**src/rtl/serial_add_ctrl_if.sv**
```systemverilog
// serial_add_ctrl_if: handshake bundle for the bit-serial adder controller.
//   in_valid / in_ready / a / b       : operand channel (source -> controller)
//   out_valid / out_ready / s / c     : result channel (controller -> consumer)
//   busy                              : controller is mid-operation or holding a result
// The master modport is the environment side (operand source plus result consumer).
// The slave modport is the controller side.
interface serial_add_ctrl_if #(
    parameter int unsigned WIDTH = 8
);
    logic             in_valid;
    logic             in_ready;
    logic [WIDTH-1:0] a;
    logic [WIDTH-1:0] b;
    logic             out_valid;
    logic             out_ready;
    logic [WIDTH-1:0] s;
    logic             c;
    logic             busy;

    modport master (
        output in_valid, a, b, out_ready,
        input  in_ready, out_valid, s, c, busy
    );

    modport slave (
        input  in_valid, a, b, out_ready,
        output in_ready, out_valid, s, c, busy
    );
endinterface

```
**src/rtl/serial_add_ctrl.sv**
```systemverilog
// serial_add_ctrl: bit-serial adder controller. A single full-adder cell, built
// from two half adders, is reused across WIDTH bits. Bits are processed LSB first,
// one per clock, and a carry flop links consecutive bits.
//   clk   : rising-edge clock
//   rst_n : asynchronous active-low reset
//   bus   : serial_add_ctrl_if.slave
//           (operand handshake, result handshake, s/c result, busy)
// Result {c,s} = a + b, unsigned. out_valid rises exactly WIDTH cycles after
// the operands are accepted.
//
// state | meaning
// IDLE  | in_ready high, waiting for operands; s/c keep the last result
// SHIFT | one sum bit per cycle shifted into s from the MSB end
// HOLD  | out_valid high, s/c frozen until out_ready

module ha (
    input  logic x_i,
    input  logic y_i,
    output logic s_o,
    output logic c_o
);
    assign s_o = x_i ^ y_i;
    assign c_o = x_i & y_i;
endmodule

module serial_add_ctrl #(
    parameter int unsigned WIDTH = 8
) (
    input logic              clk,
    input logic              rst_n,
    serial_add_ctrl_if.slave bus
);
    localparam int unsigned    CW   = (WIDTH > 1) ? $clog2(WIDTH) : 1;
    localparam logic [CW-1:0]  LAST = CW'(WIDTH - 1);

    typedef enum logic [1:0] {
        IDLE  = 2'd0,
        SHIFT = 2'd1,
        HOLD  = 2'd2
    } state_t;

    state_t           state_q, state_d;
    logic [WIDTH-1:0] a_q, a_d;
    logic [WIDTH-1:0] b_q, b_d;
    logic [WIDTH-1:0] s_q, s_d;
    logic [CW-1:0]    cnt_q, cnt_d;
    logic             carry_q, carry_d;
    logic             c_q, c_d;

    // Full adder: the first half adder combines the operand bits. The second half
    // adder folds in the carry. Both half adders cannot carry at once, so an OR
    // gives the majority.
    logic ha0_s, ha0_c, ha1_c, sum_bit, carry_next;

    ha u_ha0 (.x_i(a_q[0]), .y_i(b_q[0]),  .s_o(ha0_s),   .c_o(ha0_c));
    ha u_ha1 (.x_i(ha0_s),  .y_i(carry_q), .s_o(sum_bit), .c_o(ha1_c));

    assign carry_next = ha0_c | ha1_c;

    // After WIDTH shifts, the first (LSB) sum bit has travelled down to s[0].
    logic [WIDTH-1:0] s_shift;
    if (WIDTH == 1) begin : g_s_one
        assign s_shift = sum_bit;
    end else begin : g_s_many
        assign s_shift = {sum_bit, s_q[WIDTH-1:1]};
    end

    always_ff @(posedge clk or negedge rst_n) begin
        if (!rst_n) begin
            state_q <= IDLE;
            a_q     <= '0;
            b_q     <= '0;
            s_q     <= '0;
            cnt_q   <= '0;
            carry_q <= 1'b0;
            c_q     <= 1'b0;
        end else begin
            state_q <= state_d;
            a_q     <= a_d;
            b_q     <= b_d;
            s_q     <= s_d;
            cnt_q   <= cnt_d;
            carry_q <= carry_d;
            c_q     <= c_d;
        end
    end

    always_comb begin
        state_d = state_q;
        a_d     = a_q;
        b_d     = b_q;
        s_d     = s_q;
        cnt_d   = cnt_q;
        carry_d = carry_q;
        c_d     = c_q;
        case (state_q)
            IDLE: begin
                if (bus.in_valid) begin
                    a_d     = bus.a;
                    b_d     = bus.b;
                    carry_d = 1'b0;
                    cnt_d   = '0;
                    state_d = SHIFT;
                end
            end
            SHIFT: begin
                s_d     = s_shift;
                a_d     = a_q >> 1;
                b_d     = b_q >> 1;
                carry_d = carry_next;
                cnt_d   = cnt_q + CW'(1);
                if (cnt_q == LAST) begin
                    c_d     = carry_next;
                    state_d = HOLD;
                end
            end
            HOLD: begin
                if (bus.out_ready) begin
                    state_d = IDLE;
                end
            end
            default: state_d = IDLE;
        endcase
    end

    assign bus.in_ready  = (state_q == IDLE);
    assign bus.busy      = (state_q == SHIFT) || (state_q == HOLD);
    assign bus.out_valid = (state_q == HOLD);
    assign bus.s         = s_q;
    assign bus.c         = c_q;
endmodule
```
**src/flat_wrapper.sv**
```systemverilog
// flat-port wrapper written by rule: the top's interface ports become plain ports
module serial_add_ctrl_flat 
#(
    parameter int unsigned WIDTH = 8
)
  (clk, rst_n, bus_in_valid, bus_a, bus_b, bus_out_ready, bus_in_ready, bus_out_valid, bus_s, bus_c, bus_busy);
  serial_add_ctrl_if #(.WIDTH(WIDTH)) bus_i ();
  input logic clk;
  input logic rst_n;
  input wire logic [$bits(bus_i.in_valid)-1:0] bus_in_valid;
  input wire logic [$bits(bus_i.a)-1:0] bus_a;
  input wire logic [$bits(bus_i.b)-1:0] bus_b;
  input wire logic [$bits(bus_i.out_ready)-1:0] bus_out_ready;
  output wire logic [$bits(bus_i.in_ready)-1:0] bus_in_ready;
  output wire logic [$bits(bus_i.out_valid)-1:0] bus_out_valid;
  output wire logic [$bits(bus_i.s)-1:0] bus_s;
  output wire logic [$bits(bus_i.c)-1:0] bus_c;
  output wire logic [$bits(bus_i.busy)-1:0] bus_busy;
  assign bus_i.in_valid = bus_in_valid;
  assign bus_i.a = bus_a;
  assign bus_i.b = bus_b;
  assign bus_i.out_ready = bus_out_ready;
  assign bus_in_ready = bus_i.in_ready;
  assign bus_out_valid = bus_i.out_valid;
  assign bus_s = bus_i.s;
  assign bus_c = bus_i.c;
  assign bus_busy = bus_i.busy;
  serial_add_ctrl #(.WIDTH(WIDTH)) u_core (.clk(clk), .rst_n(rst_n), .bus(bus_i));
endmodule
```
**config.mk**
```make
export PLATFORM = sky130hd
export DESIGN_NAME = serial_add_ctrl_flat
export DESIGN_NICKNAME = d
export VERILOG_FILES = /design/src/rtl/serial_add_ctrl_if.sv /design/src/rtl/serial_add_ctrl.sv /design/src/flat_wrapper.sv
export SDC_FILE = /design/constraint.sdc
export NUM_CORES = 1
export LEC_CHECK = 0
export CAP_MARGIN = 20
export CORE_MARGIN = 2
export CORE_UTILIZATION = 42
export DETAILED_ROUTE_END_ITERATION = 8
export GPL_TIMING_DRIVEN = 0
export PLACE_DENSITY = 0.81
export SYNTH_ARGS = -nofsm -noshare
export SYNTH_HDL_FRONTEND = slang
export SYNTH_SLANG_ARGS = --single-unit
```
**constraint.sdc**
```tcl
create_clock -name clk -period 1.4 [get_ports clk]
set_clock_uncertainty 0.1 [all_clocks]
set_input_delay 0.14 -clock clk [delete_from_list [all_inputs] [get_ports clk]]
set_output_delay 0.14 -clock clk [all_outputs]
set_load 0.1 [all_outputs]
```
==> results.yml <==
outcome:
  status: "finished with violations"
  violations: "setup timing"
finish:
  antennaDiodeCount: 0
  final_common_cell: "dfrtp_1"
  final_layout_size_suffix_gt1_frac: 0.4798
  instances_no_fill: 219
  multi_input_area_um2: 758.2
  final_cell_mix: "dfrtp_1, clkdlybuf4s50_1, clkbuf_4"
  nets: 199
  regArea_um2: 775.7
  area_growth_pct: 56.31
  nFillCells: 261
clock_network:
  cts_root_buf: "clkbuf_4"
  cts_tree: "yes"
  cts_hold_buf: 0
  clkSinkCount: 31
  numCtsBuffers: 5
  clk_latency_ps: 330
  clk_pin_slew_worst_paths_ps: 90
  htreeDepth: 2
  cts.path.max_buffers: 2
logic_synthesis:
  synth_cell_types: 20
  avgSynthCellArea_um2: 11.98
  syn_area_um2: 1438
  yosysWarnings: 0
  synth_seq_cells: 31
  synth_seq_area_share: 0.5396
  syn_nets: 146
  netlist_instances: 120
timing:
  hold_viol: 0
  layout_setup_ws_ps: -169.5
  setup_tns_ps: -3472
  slew_headroom: 0.6022
  setup_viol: 32
  period_share: 1.121
  worst_pin_slew_ps: 594.8
  max_freq_ghz: 0.6372
  rsz0062_at_grt: "true"
  period_minus_slack_ps: 1569
  maxSlewViolCount: 0
placed_design:
  dp_cells: 198
  gp_congestion: 0.7099
  port-buffer-count: 31
  dpl.hpwl_mm: 2.130
global_routing:
  antenna_found_initial: 0
  grt.overflow.total: 0
  grt_pass1_vias: 1173
  grt_pass1_wl_mm: 5.437
  grt_max_degree: 22
  grt.total_usage: 0.1853
floorplan:
  die_x_um: 62.51
  core_um2: 3311
  io_pins: 32
  die_h_um: 62.51
  rows: 21
  design.die.area_um2: 3907
  start_util: 0.4342
detailed_routing:
  drc: 0
  route.vias.total: 1105
  via_per_inst: 5.046
  drt_wl_total_mm: 3.296
  wire_per_inst_um: 15.05
  drt-pass1-iter-count: 4
  first_iter_violations: 40
  ant_nets: 0
worst_hold_path:
  hold_class: "primary input to async pin"
worst_setup_path:
  r2r_slack_ps: -170
  critPathMostFrequentCell: "buf_6"
  critPathKind: "register to register"
  crit_chain: "inv_2 > ha_4 > mux2i_4 > buf_6 > buf_6 > mux2_4"
  arrival_ps: 1690
  r2r-start: "u_core.state_q[0]"
  crit_fanout: 4
  critPathLaunch: "u_core.state_q[0]"
  critPathCaptureType: "register"
  r2r-end: "u_core.cnt_q[0]"
  cp-start-kind: "register"
  critPathRequiredTime_ps: 1520
  crit_path_max_incr_delay_ps: 400
  slowest_stage: "dfrtp_1"
  reg2regPathDepth: 6
job:
  max_cap_violations: 0
==> kinds of logic (layout without fill, tap and decap cells) <==
family          after synthesis  count (layout)  share of synthesized area
compound gates               23              23                    0.08964
fa+ha+maj                     6               6                    0.05744
buf+inv                       9              62                    0.04178
flops                        31              31                     0.5396
mux                          26              26                     0.1932
simple gates                 25              25                    0.07833
==> worst max-delay path: cells and delay by family (launching register included) <==
family / cells / cell delay (ps)
flops: 1 / 400
fa+ha+maj: 1 / 190
mux: 2 / 430
buf+inv: 3 / 340
==> final cells by class <==
class,count,share of cell area
clock inverter,1,0.002227
tap,46,0.02561
sequential,31,0.3452
inverter,3,0.005011
buffer,6,0.04176
clock buffer,6,0.02283
timing repair buffer,46,0.2199
multi-input combinational,80,0.3374
==> how the worst max path moves through the flow <==
stage / endpoint / slack, ps / cells after the start
6_report: u_core.cnt_q[0] / -170 / 6
3_5_place_dp: bus_busy / -690 / 3
2_1_floorplan: u_core.cnt_q[1] / -250 / 5
3_3_place_gp: bus_busy / -670 / 3
4_1_cts: u_core.cnt_q[0] / -130 / 6
5_1_grt: u_core.cnt_q[0] / -200 / 6
==> state kept, by name (all words and copies together), names as in the netlist <==
signal	count
u_core.a_q	8
u_core.b_q	8
u_core.bus.s	8
u_core.cnt_q	3
u_core.state_q	2
u_core.bus.c	1
u_core.carry_q	1
==> per-stage QoR <==
step	util	setup WS, ps	cell area, um2	hold slack, ps
5_1_grt	0.6788	-195.3	2247	122.5
6_report	0.6788	-169.5	2247	80.08
4_1_cts	0.6330	-131.1	2096	82.58
3_3_place_gp	0.5608	-666.3	1857	368.1
3_5_place_dp	0.5692	-686.7	1884	379.3
2_1_floorplan	-	-251.8	1489	-255.6
==> metal layers <==
layer | part of all wire | GRT usage
met5 | 0 | 0
met4 | 0.022 | 0.09167
met3 | 0.043 | 0.05946
met2 | 0.52 | 0.3159
met1 | 0.42 | 0.2088
==> repair_timing <==
item / 4_1_cts / 5_1_grt
setup buffers: 10 / 0
pin swaps: 5 / 4
gates resized for setup: 91 / 37
endpoints found under the setup margin: 43 / 41
hold endpoints to repair: 0 / 0
gates cloned: 3 / 1
==> Yosys cell counts <==
library cell / number / area share
and3_1: 2 / 0.0087
o21ai_0: 9 / 0.031
mux2i_2: 1 / 0.0096
mux2i_1: 14 / 0.097
a31oi_1: 2 / 0.0087
ha_1: 5 / 0.044
a21oi_1: 2 / 0.0070
inv_1: 3 / 0.0078
nand2b_1: 3 / 0.013
and2_1: 1 / 0.0044
nor2b_1: 1 / 0.0044
a22o_1: 3 / 0.018
buf_6: 1 / 0.0078
mux2_2: 11 / 0.086
buf_4: 5 / 0.026
o21ai_1: 7 / 0.024
nand3_1: 1 / 0.0035
dfrtp_1: 31 / 0.54
nand2_1: 17 / 0.044
fa_1: 1 / 0.014
Power is not shown: default switching activity piles up to over one toggle a cycle in this logic, so the estimate is an artifact.
